## src/rtl/four_bit_full_adder.sv

```systemverilog
// ---------------------------------------------------------------------------
// four_bit_full_adder
//
// Registered ripple-carry adder built from a chain of 1-bit full-adder
// cells. The combinational sum and carry are captured into output
// registers on every rising clock edge. There is no enable and no
// handshake, so the latency is exactly one cycle.
//
// Parameters:
//   WIDTH  operand/sum width in bits (>= 1), default 4
//
// Ports:
//   clk    in   rising-edge clock
//   rst    in   synchronous active-high reset
//   a      in   operand A, unsigned, WIDTH bits
//   b      in   operand B, unsigned, WIDTH bits
//   c_in   in   carry into bit 0
//   sum    out  registered (a + b + c_in) mod 2^WIDTH
//   c_out  out  registered carry out of the MSB
//   ovf    out  registered signed overflow (carry into MSB ^ carry out)
//   zero   out  registered flag, 1 when the registered sum is all zeros
// ---------------------------------------------------------------------------

// One bit of the ripple chain.
module full_adder_cell (
  input  logic a,
  input  logic b,
  input  logic c_in,
  output logic s,
  output logic c_out
);

  logic p;

  assign p     = a ^ b;
  assign s     = p ^ c_in;
  assign c_out = (a & b) | (c_in & p);

endmodule

module four_bit_full_adder #(
  parameter int WIDTH = 4
) (
  input  logic             clk,
  input  logic             rst,
  input  logic [WIDTH-1:0] a,
  input  logic [WIDTH-1:0] b,
  input  logic             c_in,
  output logic [WIDTH-1:0] sum,
  output logic             c_out,
  output logic             ovf,
  output logic             zero
);

  // carry_p0[i] is the carry into bit i; carry_p0[WIDTH] is the carry out.
  logic [WIDTH:0]   carry_p0;
  logic [WIDTH-1:0] sum_p0;
  logic             ovf_p0;
  logic             zero_p0;

  logic [WIDTH-1:0] sum_p1;
  logic             c_out_p1;
  logic             ovf_p1;
  logic             zero_p1;

  // ---- stage p0: combinational ripple chain -------------------------------
  assign carry_p0[0] = c_in;

  for (genvar i = 0; i < WIDTH; i++) begin : g_cell
    full_adder_cell u_cell (
      .a     (a[i]),
      .b     (b[i]),
      .c_in  (carry_p0[i]),
      .s     (sum_p0[i]),
      .c_out (carry_p0[i+1])
    );
  end

  // Signed overflow happens exactly when the carry into the sign bit
  // differs from the carry out of it.
  assign ovf_p0  = carry_p0[WIDTH] ^ carry_p0[WIDTH-1];
  // Derived from the next-sum so it always matches the registered sum.
  assign zero_p0 = (sum_p0 == '0);

  // ---- stage p1: output registers -----------------------------------------
  // The reset state is a clean all-zero result, so zero reads as 1.
  always_ff @(posedge clk) begin
    if (rst) begin
      sum_p1   <= '0;
      c_out_p1 <= 1'b0;
      ovf_p1   <= 1'b0;
      zero_p1  <= 1'b1;
    end else begin
      sum_p1   <= sum_p0;
      c_out_p1 <= carry_p0[WIDTH];
      ovf_p1   <= ovf_p0;
      zero_p1  <= zero_p0;
    end
  end

  assign sum   = sum_p1;
  assign c_out = c_out_p1;
  assign ovf   = ovf_p1;
  assign zero  = zero_p1;

endmodule

```

## config.mk

```make
export PLATFORM = sky130hd
export DESIGN_NAME = four_bit_full_adder
export DESIGN_NICKNAME = d
export VERILOG_FILES = /design/src/rtl/four_bit_full_adder.sv
export SDC_FILE = /design/constraint.sdc
export NUM_CORES = 1
export LEC_CHECK = 0
export CAP_MARGIN = 20
export CORE_AREA = 2 2 39 41
export DETAILED_ROUTE_END_ITERATION = 12
export DIE_AREA = 0 0 41 43
export DONT_BUFFER_PORTS = 1
export PLACE_DENSITY = 0.4
export SLEW_MARGIN = 20
export SYNTH_ARGS = -nofsm -noshare
export SYNTH_HDL_FRONTEND = slang
export SYNTH_SLANG_ARGS = --single-unit
```

## constraint.sdc

```tcl
create_clock -name clk -period 3.8 [get_ports clk]
set_clock_uncertainty 0.2 [all_clocks]
set_input_delay 0.57 -clock clk [delete_from_list [all_inputs] [get_ports clk]]
set_output_delay 0.57 -clock clk [all_outputs]
set_load 0.1 [all_outputs]
```

==> impl_metrics.yaml, run 1 <==
synthesis:
  synth_nets: 38
  syn_area_per_cell_sq_um: 12.4
  seq_area_frac_synth: 0.491
  synth_mux_area_frac: 0
  synth_top_family_by_area: "adder cells"
  synthXorXnorAreaFrac: 0.0307
  synth_compound_area_frac: 0
  ys_types: 8
  yosys.area_share.simple: 0.158
  netlist_instances: 23
  synth_seq_cells: 7
  ys_warn_count: 0
  synthAdderAreaFrac: 0.281
  synth_area_sq_um: 285
floorplan:
  fp.dieW_um: 41
  die_y_um: 43
  core.rowCount: 14
  core-area_sq_um: 1380
  initial_core_util: 0.206
  ios: 18
  dieArea_sq_um: 1760
power:
  p_leak_nw: 0.139
  power-per-cell-area_nw_per_um2: 691
  p_total_mw: 0.229
  swShare: 0.420
  p_comb_frac: 0.087
  intPower_mw: 0.133
  ir_worst_vdd_mv: 0.0809
  seqPwrFrac: 0.638
  clock_power_share: 0.275
  p_switching_mw: 0.0962
cts:
  cts_hold_buf: 0
  cts_buffers: 3
  cts_tree: "built"
  clockBufferDepth: 2
  cts.clk_slew.worst_paths_ps: 50
  root_buffer: "clkbuf_4"
  clock_sinks: 7
  cts.htree.levels: 1
  cts_resized: 0
  cts_setup_buffers: 0
detailed_routing:
  wl_per_cell_um: 10.2
  avgViaCountPerCell: 3.79
  drc: 0
  ant_nets: 0
  vias: 163
  routed_wl_um: 438
  drt_pass1_iterations: 1
  drt_iter0_markers: 0
placed_design:
  dpl.hpwl_um: 405
  gp_congestion: 0.569
  io_buffers: 0
timing:
  setup_viol: 0
  finalHoldViolations: 0
  finalCritPeriodShare: 0.714
  min_period_ps: 2710
  grt_setup_unrepaired: "no"
  maxSlewViolCount: 0
  tightest_slew_ps: 948
  relSlewSlack: 0.367
  finalSetupTns_ps: 0
  max_freq_mhz: 369
  whs_ps: 192
final_layout:
  nFillCells: 154
  nets: 43
  area_growth_pct: 16.2
  final_layout_size_suffix_gt1_frac: 0.111
  final_util: 0.240
  n_antenna_cell: 0
global_route:
  gr-total-overflow: 0
  grt_max_degree: 8
  antenna_found_initial: 0
  grt_pass1_wl_um: 662
  grt_usage: 0.0587
  grt_pass1_vias: 192
worst_setup_path:
  startpoint_type: "primary input"
  cp.arrival_ps: 2640
  crit_required_ps: 3730
  crit_path_end_kind: "flop"
  crit_type: "in -> reg"
  critPathMaxFanout: 2
run_status:
  outcome: "complete, no violations"
flow_run:
  cap_violations: 0
min_path:
  hp-class: "in -> reg"
registers in the layout, summed over array words and instances (netlist names):
signal / cells
sum: 4
c_out: 1
zero: 1
ovf: 1
cells in the mapped netlist:
cell	instances	area, sq um
inv_1	3	11.3
nor2b_1	3	18.8
fa_1	4	80.1
or2_1	1	6.26
nor2_1	3	11.3
xor2_1	1	8.76
dfxtp_1	7	140
nor4b_1	1	8.76
critical path: stages:
cell	delay [ps]
fa_1	420
fa_1	380
fa_1	420
inv_1	90
fa_1	420
nor4b_1	150
or2_1	190
area by class of cell:
type,count,area (sq um),area share
Tap cell,16,20.0,0.0604
Inverter,3,11.3,0.0340
Sequential cell,7,140,0.423
Multi-Input combinational cell,13,134,0.404
Clock buffer,4,26.3,0.0792
path summary, 6_finish.rpt:
| kind | slack [ps] | from | depth (start not counted) | endpoint |
|---|---|---|---|---|
| setup / recovery | 1090 | a[0] | 7 | zero |
| hold / removal | 190 | rst | 1 | c_out |
metrics by stage:
step / setup slack [ps] / instances / area, sq um
finish: 1090 / 43 / 332
global route: 1010 / 43 / 332
CTS: 1080 / 43 / 332
detailed placement: 821 / 39 / 305
global placement: 815 / 39 / 305
floorplan: 901 / 23 / 285
cell usage in the layout, fill, tap and decap left out:
cell      netlist  final
dfxtp_1         7      7
clkbuf_4        0      3
inv_1           3      3
clkbuf_1        0      1
xor2_1          1      1
or2_1           1      1
nor2b_1         3      3
nor4b_1         1      1
nor2_1          3      3
fa_1            4      4
power groups by stage:
stage          Sequential (mW)  Clock, mW  Combinational, mW
4_1_cts                  0.146     0.0668             0.0207
6_report                 0.146     0.0631             0.0199
3_5_place_dp             0.148          0             0.0206
5_1_grt                  0.147     0.0691             0.0242
3_3_place_gp             0.147          0             0.0203
2_1_floorplan            0.146          0             0.0167
cell families after synthesis:
logic type / Yosys count
xor+xnor: 1
fa+ha+maj: 4
buf+inv: 3
flops: 7
simple gates: 8
routing by layer:
metal,part of all wire,vias up,track usage
met1,0.36,77,0.0594
met4,0,0,0.0800
met5,0,-,0
met3,0.089,0,0
li1,-,75,-
met2,0.55,11,0.0875
No activity file was read; power rests on OpenSTA's default activity.
==> run 2: changes to the inputs <==
- PLACE_DENSITY: 0.4 -> 0.41
- clock period: 3.8 -> 2.43 ns (I/O delays scaled with it)
==> run 2 against run 1 <==
Compared with the run above: core utilization grew 5.6 points; sequential power shrank 10%; hold slack lost 160 ps; die area is the same; count of clock-buffer cells in the layout is the same; non-clock buffer count grew 9; largest power group is now combinational logic.
==> impl_metrics.yaml, run 2 (synthesized netlist as in run 1, its figures left out) <==
run_status:
  outcome: "complete, no violations"
timing:
  finalHoldViolations: 0
  grt_setup_unrepaired: "no"
  tightest_slew_ps: 280
  finalCritPeriodShare: 0.962
  setup_viol: 0
  min_period_ps: 2340
  relSlewSlack: 0.815
  max_freq_mhz: 428
  maxSlewViolCount: 0
  whs_ps: 30.9
worst_setup_path:
  crit_chain: "fa_2 > fa_2 > fa_2 > inv_2 > fa_1 > nor4b_1 > or2_1"
  critPathMaxFanout: 2
  cpPeakStageDelay_ps: 420
  critical-path-top-delay-family: "adder cells"
  crit_top_cell: "fa_2"
  cp.arrival_ps: 2270
  crit_path_end_kind: "flop"
  startpoint_type: "primary input"
  crit_type: "in -> reg"
  crit_required_ps: 2360
  critPathBufInv: 1
  timing.critical_path.slowest_stage_cell: "fa_1"
power:
  ir_worst_vdd_mv: 0.147
  power-per-cell-area_nw_per_um2: 944
  p_leak_nw: 0.180
floorplan:
  die_y_um: 43
  core.rowCount: 14
  fp.dieW_um: 41
  ios: 18
  initial_core_util: 0.206
  dieArea_sq_um: 1760
  core-area_sq_um: 1380
flow_run:
  cap_violations: 0
final_layout:
  post_layout_nonfiller_instances: 52
  largest_reg_flops: 4
  multi_input_area_sq_um: 141
  final_util: 0.296
  area_growth_pct: 43.4
  final_layout_size_suffix_gt1_frac: 0.417
  nFillCells: 146
  seq_area_sq_um: 140
  n_antenna_cell: 0
  layout_common_cells: "8 x buf_4, 7 x dfxtp_1"
  nets: 52
  final_common_cell: "buf_4"
detailed_routing:
  drt_pass1_iterations: 3
  drc: 0
  avgViaCountPerCell: 3.90
  routed_wl_um: 487
  ant_nets: 0
  drt_iter0_markers: 2
  vias: 203
  wl_per_cell_um: 9.37
placed_design:
  gp_congestion: 0.563
  dp.cells: 47
  io_buffers: 0
cts:
  clockBufferDepth: 2
  cts.clk_slew.worst_paths_ps: 50
  cts.htree.levels: 1
  cts_resized: 0
  clock_sinks: 7
  root_buffer: "clkbuf_4"
  cts_tree: "built"
  cts_buffers: 3
  cts_setup_buffers: 0
global_route:
  grt_usage: 0.0698
  grt_max_degree: 7
  antenna_found_initial: 0
  gr-total-overflow: 0
  grt_pass1_vias: 222
  grt_pass1_wl_um: 752
min_path:
  hp-class: "in -> reg"
run 2: changes by cell type in the layout (fill, tap and decap cells not counted):
cell / change
buf_4: +8
fa_1: -3
fa_2: +3
dlygate4sd3_1: +1
inv_1: -1
inv_2: +1
run 2: per-layer routing:
metal	up-vias	global-route usage	wire length [um]
met4	0	0.120	0
met5	-	0	0
met2	11	0.0875	274
met1	99	0.0724	176
li1	93	-	-
met3	0	0.00524	35
run 2: cell type report:
| cell class | count | area share |
|---|---|---|
| Timing Repair Buffer | 9 | 0.171 |
| Inverter | 3 | 0.0275 |
| Tap cell | 16 | 0.0489 |
| Multi-Input combinational cell | 13 | 0.346 |
| Clock buffer | 4 | 0.0642 |
| Sequential cell | 7 | 0.343 |
run 2: final timing paths:
check	from	end	slack [ps]	depth (start not counted)
setup / recovery	a[0]	zero	90	7
hold / removal	rst	zero	30	1
run 2: report_power, final:
part | switching (mW) | internal, mW | total (mW)
Combinational | 0.115 | 0.0371 | 0.152
Sequential | 0.00336 | 0.128 | 0.131
Clock | 0.0404 | 0.0625 | 0.103
Total | 0.159 | 0.228 | 0.386
run 2: through the flow:
stage          power [mW]  setup slack (ps)  cell area (sq um)  TNS, ps
3_3_place_gp        0.286              -216                373     -216
2_1_floorplan       0.257              -169                293     -169
3_5_place_dp        0.286              -222                373     -222
5_1_grt             0.407              8.68                409        0
4_1_cts             0.394              46.2                409        0
6_report            0.386              93.4                409        0
run 2: timing repair:
action | 4_1_cts | 5_1_grt
hold buffers | 1 | 0
hold endpoints to repair | 6 | 0
setup endpoints to repair | 0 | 1
